**src/rtl/alu_dest_wb.sv**
```systemverilog
// Purpose : PIC10F200 write-back stage; routes the ALU result to W or to a RAM write, owns STATUS Z/DC/C.
// Latency : wb_req at edge k -> wb_done in k+2 (W), ram_we in k+2 and wb_done in k+3 (RAM, ready high).
// Backpr. : RAM write waits on ram_ready up to WR_TIMEOUT cycles; requests during EXEC/RAM_WR are dropped.
//
// Ports:
//   clk, rst_n                      clock and asynchronous active-low reset
//   wb_req                          one-cycle request; alu_out/alu_c/alu_dc/dest_sel/file_addr/upd_* valid with it
//   ram_ready                       RAM accepts the pending write this cycle
//   w_reg                           W register
//   ram_we, ram_waddr, ram_wdata    RAM write port, held stable while waiting
//   status_z, status_dc, status_c   STATUS flags
//   wb_busy, wb_done, wb_err        not-idle level, completion pulse, timeout pulse (with wb_done)
//   wb_drop                         pulse one cycle after a request that arrived while busy
module alu_dest_wb #(
   parameter logic [4:0]  STATUS_ADDR = 5'h03,
   parameter int unsigned WR_TIMEOUT  = 15
) (
   input  logic       clk,
   input  logic       rst_n,
   input  logic       wb_req,
   input  logic [7:0] alu_out,
   input  logic       alu_c,
   input  logic       alu_dc,
   input  logic       dest_sel,
   input  logic [4:0] file_addr,
   input  logic       upd_z,
   input  logic       upd_c,
   input  logic       upd_dc,
   input  logic       ram_ready,
   output logic [7:0] w_reg,
   output logic       ram_we,
   output logic [4:0] ram_waddr,
   output logic [7:0] ram_wdata,
   output logic       status_z,
   output logic       status_dc,
   output logic       status_c,
   output logic       wb_busy,
   output logic       wb_done,
   output logic       wb_err,
   output logic       wb_drop
);

   typedef enum logic [1:0] {
      IDLE   = 2'd0,
      EXEC   = 2'd1,
      RAM_WR = 2'd2,
      DONE   = 2'd3
   } state_t;

   localparam logic [7:0] TIMEOUT_CNT = 8'(WR_TIMEOUT);

   state_t     r_state;
   state_t     w_state_nxt;

   // Operands captured on acceptance; EXEC works only from these copies.
   logic [7:0] r_alu;
   logic       r_c;
   logic       r_dc;
   logic       r_dest;
   logic [4:0] r_addr;
   logic       r_upd_z;
   logic       r_upd_c;
   logic       r_upd_dc;
   logic [7:0] r_cnt;

   logic       w_accept;
   logic       w_drop_nxt;
   logic       w_timeout;
   logic [7:0] w_cnt_inc;
   logic       w_status_dst;
   logic       w_z_fin;
   logic       w_dc_fin;
   logic       w_c_fin;
   logic [7:0] w_wdata;

   assign w_cnt_inc = r_cnt + 8'd1;

   // Next-state logic
   always_comb begin
      w_state_nxt = r_state;
      w_accept    = 1'b0;
      w_drop_nxt  = 1'b0;
      w_timeout   = 1'b0;
      case (r_state)
         IDLE: begin
            if (wb_req) begin
               w_accept    = 1'b1;
               w_state_nxt = EXEC;
            end
         end
         EXEC: begin
            w_state_nxt = r_dest ? RAM_WR : DONE;
            w_drop_nxt  = wb_req;
         end
         RAM_WR: begin
            w_drop_nxt = wb_req;
            if (ram_ready) begin
               w_state_nxt = DONE;
            end else if (w_cnt_inc == TIMEOUT_CNT) begin
               w_state_nxt = DONE;
               w_timeout   = 1'b1;
            end
         end
         DONE: begin
            if (wb_req) begin
               w_accept    = 1'b1;
               w_state_nxt = EXEC;
            end else begin
               w_state_nxt = IDLE;
            end
         end
         default: w_state_nxt = IDLE;
      endcase
   end

   // Flag resolution. A write to STATUS itself lets the data bits supply any
   // flag the instruction does not update; updated flags still win.
   always_comb begin
      w_status_dst = r_dest && (r_addr == STATUS_ADDR);
      w_z_fin      = r_upd_z  ? (r_alu == 8'h00) : (w_status_dst ? r_alu[2] : status_z);
      w_dc_fin     = r_upd_dc ? r_dc             : (w_status_dst ? r_alu[1] : status_dc);
      w_c_fin      = r_upd_c  ? r_c              : (w_status_dst ? r_alu[0] : status_c);
      w_wdata      = w_status_dst ? {r_alu[7:3], w_z_fin, w_dc_fin, w_c_fin} : r_alu;
   end

   // Operand capture
   always_ff @(posedge clk or negedge rst_n) begin
      if (!rst_n) begin
         r_alu    <= 8'h00;
         r_c      <= 1'b0;
         r_dc     <= 1'b0;
         r_dest   <= 1'b0;
         r_addr   <= 5'h00;
         r_upd_z  <= 1'b0;
         r_upd_c  <= 1'b0;
         r_upd_dc <= 1'b0;
      end else if (w_accept) begin
         r_alu    <= alu_out;
         r_c      <= alu_c;
         r_dc     <= alu_dc;
         r_dest   <= dest_sel;
         r_addr   <= file_addr;
         r_upd_z  <= upd_z;
         r_upd_c  <= upd_c;
         r_upd_dc <= upd_dc;
      end
   end

   // State register and registered outputs
   always_ff @(posedge clk or negedge rst_n) begin
      if (!rst_n) begin
         r_state   <= IDLE;
         r_cnt     <= 8'h00;
         w_reg     <= 8'h00;
         ram_we    <= 1'b0;
         ram_waddr <= 5'h00;
         ram_wdata <= 8'h00;
         status_z  <= 1'b0;
         status_dc <= 1'b0;
         status_c  <= 1'b0;
         wb_busy   <= 1'b0;
         wb_done   <= 1'b0;
         wb_err    <= 1'b0;
         wb_drop   <= 1'b0;
      end else begin
         r_state <= w_state_nxt;
         wb_busy <= (w_state_nxt != IDLE);
         wb_done <= (w_state_nxt == DONE);
         wb_err  <= w_timeout;
         wb_drop <= w_drop_nxt;
         case (r_state)
            EXEC: begin
               status_z  <= w_z_fin;
               status_dc <= w_dc_fin;
               status_c  <= w_c_fin;
               if (!r_dest) begin
                  w_reg <= r_alu;
               end else begin
                  ram_we    <= 1'b1;
                  ram_waddr <= r_addr;
                  ram_wdata <= w_wdata;
                  r_cnt     <= 8'h00;
               end
            end
            RAM_WR: begin
               if (w_state_nxt == DONE) begin
                  ram_we <= 1'b0;
               end else begin
                  r_cnt <= w_cnt_inc;
               end
            end
            default: ;
         endcase
      end
   end

endmodule

```
**config.mk**
```make
export PLATFORM = sky130hd
export DESIGN_NAME = alu_dest_wb
export DESIGN_NICKNAME = d
export VERILOG_FILES = /design/src/rtl/alu_dest_wb.sv
export SDC_FILE = /design/constraint.sdc
export NUM_CORES = 1
export LEC_CHECK = 0
export ABC_AREA = 1
export CAP_MARGIN = 20
export CORE_MARGIN = 1
export CORE_UTILIZATION = 35
export DETAILED_ROUTE_END_ITERATION = 8
export GPL_ROUTABILITY_DRIVEN = 0
export PLACE_DENSITY = 0.57
export SETUP_SLACK_MARGIN = 0.5
export SLEW_MARGIN = 10
export SYNTH_ARGS = -nofsm -noshare
export SYNTH_HDL_FRONTEND = slang
export SYNTH_SLANG_ARGS = --single-unit
```
**constraint.sdc**
```tcl
create_clock -name clk -period 1.81 [get_ports clk]
set_clock_uncertainty 0.15 [all_clocks]
set_input_delay 0.543 -clock clk [delete_from_list [all_inputs] [get_ports clk]]
set_output_delay 0.543 -clock clk [all_outputs]
set_load 0.05 [all_outputs]
```
==> Implementation_results.wiki <==
{| class="wikitable"
! Metric !! Value
|-
| Status || finished with violations
|-
| Failing checks || setup timing
|-
| Wire length of the first global-routing pass || roughly 13000 um
|-
| Warnings, synthesis || 0
|-
| Number of clock buffers inserted by TritonCTS || 9
|-
| TritonCTS sink count || 58
|-
| Top flip-flop cell by instance count after synthesis || sky130_fd_sc_hd__dfrtp_1
|-
| Final critical-path setup slack || -0.182 ns
|-
| Worst path top cell family by delay || simple AND/OR/NAND/NOR gates
|-
| Share of the synthesized area in the top cell type || between 50 and 60%
|-
| Number of ports placed on the die boundary || 52
|-
| Std cell rows || 31
|-
| Setup repair after global routing missed its margin || yes
|-
| Detailed-route vias per instance || 4.97
|-
| Place WS || -0.226 ns
|-
| Initial standard-cell utilization of the core || a little over a third
|-
| Clock network latency to the later pin of the worst-skew pair || between 0.3 and 0.4 ns
|-
| Synthesized instance count || 300
|-
| Share of power burned in registers || 21.1%
|-
| Relative slew slack || 69.5%
|-
| Placed cell count || about 460
|-
| Vias || 2715
|-
| Iteration-0 DRC Markers || 185
|-
| Clock transition at the registers of the reported paths || 0.07 ns
|-
| Die ar. || ~7800 um^2
|-
| Worst path cell trace || buf_6 -> inv_4 -> ha_4 -> nand2_2 -> nor2_2 -> nand2_1 -> nor2_1 -> nand3_2 -> nand2_4 -> nand3_4 -> nand2_2 -> nand2_2 -> nand2_1 -> nand2_1
|-
| Final setup violation count || 16
|-
| Element type at the critical path end || register
|-
| Final routed wire length divided by cell count || 16.9 um
|-
| Fraction of the cycle the final worst path needs || 110%
|-
| Mean Syn Cell Area || a little under 9 um^2
|-
| Cell with the biggest individual delay on the critical path || sky130_fd_sc_hd__dfrtp_1
|-
| Congestion Overflow GR || 0
|-
| Sw Ratio || 42.7%
|-
| Standard cell area after detailed placement || around 3700 um^2
|-
| Number of DRC violations after detailed routing || 0
|-
| I/O Buffers || 51
|-
| Fmax || 502 MHz
|-
| Internal power || 6490 uW
|-
| Switching power || 4840 uW
|-
| Via count of the first global-routing pass || 2595
|-
| Fraction of final layout cells sized beyond drive strength 1 || 55.7%
|-
| Transition time of the tightest slew-check pin || around 0.45 ns
|-
| Start-to-end type of the worst setup path || register to register
|-
| Non-Filler Instances || 546
|-
| Count of inserted antenna diode cells || 0
|-
| Power density normalized to cell area || ~2200 nW/um^2
|-
| Area of the mapped netlist || 2600 um^2
|-
| Clock network power share || 12.9%
|-
| Largest area contributor in the synthesized netlist || sky130_fd_sc_hd__dfrtp_1
|-
| Total count of hold-check failures in the final report || 0
|-
| Post-Syn Nets || about 330
|-
| Number of distinct library cells after synthesis || 24
|-
| Critical path's largest stage delay || 0.43 ns
|-
| Post-DRT Antenna Nets || 0
|-
| Clock Tree Buf Depth || 2
|-
| Final TNS setup || -1.84 ns
|-
| CTS HTree Levels || 3
|-
| Combined flip-flop and latch cell area || about 1500 um^2
|-
| Asr flop ratio synth || 100%
|-
| Total core area || 7210 um^2
|-
| Number of pins with negative max-slew slack in the final report || 0
|-
| TritonRoute pass-1 iters || 4
|-
| Relative contribution of combinational cells to total power || between 60% and 70%
|-
| Most used standard cell by instance count after synthesis || sky130_fd_sc_hd__nand2_1
|-
| Element type at the critical path start || register
|-
| Sequential-to-total area share from yosys stat || between 50% and 60%
|-
| Global-route usage over all layers || 22.1%
|-
| Post-synth EDFFs || 0
|-
| Nets || 471
|-
| Layout filler cell count || 466
|-
| Overall die width || 88.3 um
|-
| Peak ir drop on the vdd network || between 1 and 1.5 mV
|-
| Detailed-route wire length || roughly 9000 um
|-
| Clock root buffer master || sky130_fd_sc_hd__clkbuf_8
|-
| Data arrival at the endpoint of the critical path || 2.08 ns
|-
| Synthesis-to-finish area growth || 102%
|-
| Initial antenna violation count || 0
|-
| Top post-synthesis cells by area || sky130_fd_sc_hd__dfrtp_1 56%, sky130_fd_sc_hd__nand2_1 11%, sky130_fd_sc_hd__inv_1 5.5%
|-
| Pleak || 0.00242 uW
|-
| Buffers plus inverters on the worst setup path || 2
|-
| Post-Layout Inst Area || between 5000 and 6000 um^2
|-
| Most instantiated cells after synthesis || 78 x sky130_fd_sc_hd__nand2_1, 58 x sky130_fd_sc_hd__dfrtp_1, 38 x sky130_fd_sc_hd__inv_1
|-
| Largest net degree at the start of global routing || 59
|-
| Data required, critical path || 1.90 ns
|-
| Fin crit period || 1.99 ns
|-
| Total of max-cap violations || 0
|-
| Area of the multi-input gates || 1530 um^2
|-
| HPWL after detailed placement || between 4000 and 5000 um
|-
| Type of the most critical hold path || input pin to asynchronous set/reset pin
|-
| Clock tree from TritonCTS || done
|-
| Maximum net fanout on the critical path || 7
|-
| Total Power Consumption || 11300 uW
|-
| Height of the die || 88.3 um
|-
| Synthesized flop and latch total || 58
|}
==> power by group through the flow <==
stage | sequential [uW] | combinational (uW) | clock (uW)
3_3_place_gp | 2320 | 4440 | 0
6_report | 2390 | 7480 | 1460
4_1_cts | 2330 | 6390 | 1440
3_5_place_dp | 2330 | 4500 | 0
2_1_floorplan | 3150 | 1550 | 0
5_1_grt | 2440 | 7850 | 1540
==> repair_timing <==
| item | in CTS | in global routing |
|---|---|---|
| hold buffers | 0 | 0 |
| cloned | 7 | 0 |
| pin swaps | 35 | 37 |
| setup buffers | 35 | 26 |
| resized for setup | 139 | 60 |
| endpoints found under the setup margin | 87 | 86 |
| hold endpoints to repair | 0 | 0 |
==> cells in the final DEF (no fill, tap or decap), types with 2 or more instances in the layout <==
cell type                         count
sky130_fd_sc_hd__a21oi_1              3
sky130_fd_sc_hd__a21oi_2             19
sky130_fd_sc_hd__a21oi_4              2
sky130_fd_sc_hd__buf_12              38
sky130_fd_sc_hd__buf_16               6
sky130_fd_sc_hd__buf_4               50
sky130_fd_sc_hd__buf_6               20
sky130_fd_sc_hd__buf_8                2
sky130_fd_sc_hd__bufinv_16            2
sky130_fd_sc_hd__clkbuf_8            12
sky130_fd_sc_hd__clkdlybuf4s50_1     21
sky130_fd_sc_hd__dfrtp_1             55
sky130_fd_sc_hd__dfrtp_2              3
sky130_fd_sc_hd__ha_4                 5
sky130_fd_sc_hd__inv_1               29
sky130_fd_sc_hd__inv_2                5
sky130_fd_sc_hd__inv_4                4
sky130_fd_sc_hd__nand2_1             41
sky130_fd_sc_hd__nand2_2             28
sky130_fd_sc_hd__nand2_4              9
sky130_fd_sc_hd__nand2_8              2
sky130_fd_sc_hd__nand3_1             10
sky130_fd_sc_hd__nand3_2              2
sky130_fd_sc_hd__nand3_4              5
sky130_fd_sc_hd__nand4_1              8
sky130_fd_sc_hd__nor2_1              11
sky130_fd_sc_hd__nor2_2               3
sky130_fd_sc_hd__nor2_4              19
sky130_fd_sc_hd__o211ai_1             3
sky130_fd_sc_hd__o21ai_1             13
sky130_fd_sc_hd__o21ai_2              6
==> cell type report <==
| cell class | instances | area share [%] |
|---|---|---|
| inverters | 38 | 2.90 |
| well taps | 99 | 2.35 |
| repair buffers | 138 | 33.6 |
| multi-input cells | 197 | 29.0 |
| clock inverters | 4 | 1.38 |
| clock buffers | 12 | 3.13 |
| flip-flops and latches | 58 | 27.6 |
==> per-layer routing <==
metal	routed length [um]	GRT usage, %
met2	4960	36.0
met3	459	5.78
met4	286	10.6
met1	3540	27.5
met5	0	0
==> through the flow <==
stage               hold slack (ns)  util (%)
finish                       0.0248      73.0
global placement              0.335      51.2
detailed placement            0.333      51.2
CTS                          0.0542      66.6
global route                 0.0454      73.0
floorplan                    0.0974         -
==> final timing paths <==
| check | end | from | depth (start not counted) | slack (ns) |
|---|---|---|---|---|
| worst max-delay path | ram_we | r_cnt[0] | 14 | -0.18 |
| worst min-delay path | ram_wdata[5] | rst_n | 2 | 0.02 |
| worst max register to register | ram_we | r_cnt[0] | 14 | -0.18 |
| worst min register to register | r_cnt[7] | r_cnt[7] | 2 | 0.35 |
| max in group asynchronous | status_dc | rst_n | 2 | 1.19 |
| min in group clk | r_cnt[7] | r_cnt[7] | 2 | 0.35 |
==> kinds of logic after synthesis <==
logic type	Yosys count	share of synthesized area, %
AND/OR/NAND/NOR	140	24.1
XOR/XNOR	1	0.336
buffers and inverters	46	6.73
AO/OA/AOI/OAI	48	9.76
adder cells (fa/ha/maj)	6	2.88
multiplexers	1	0.432
flip-flops	58	55.7
Power figures use the tool's default switching activity.
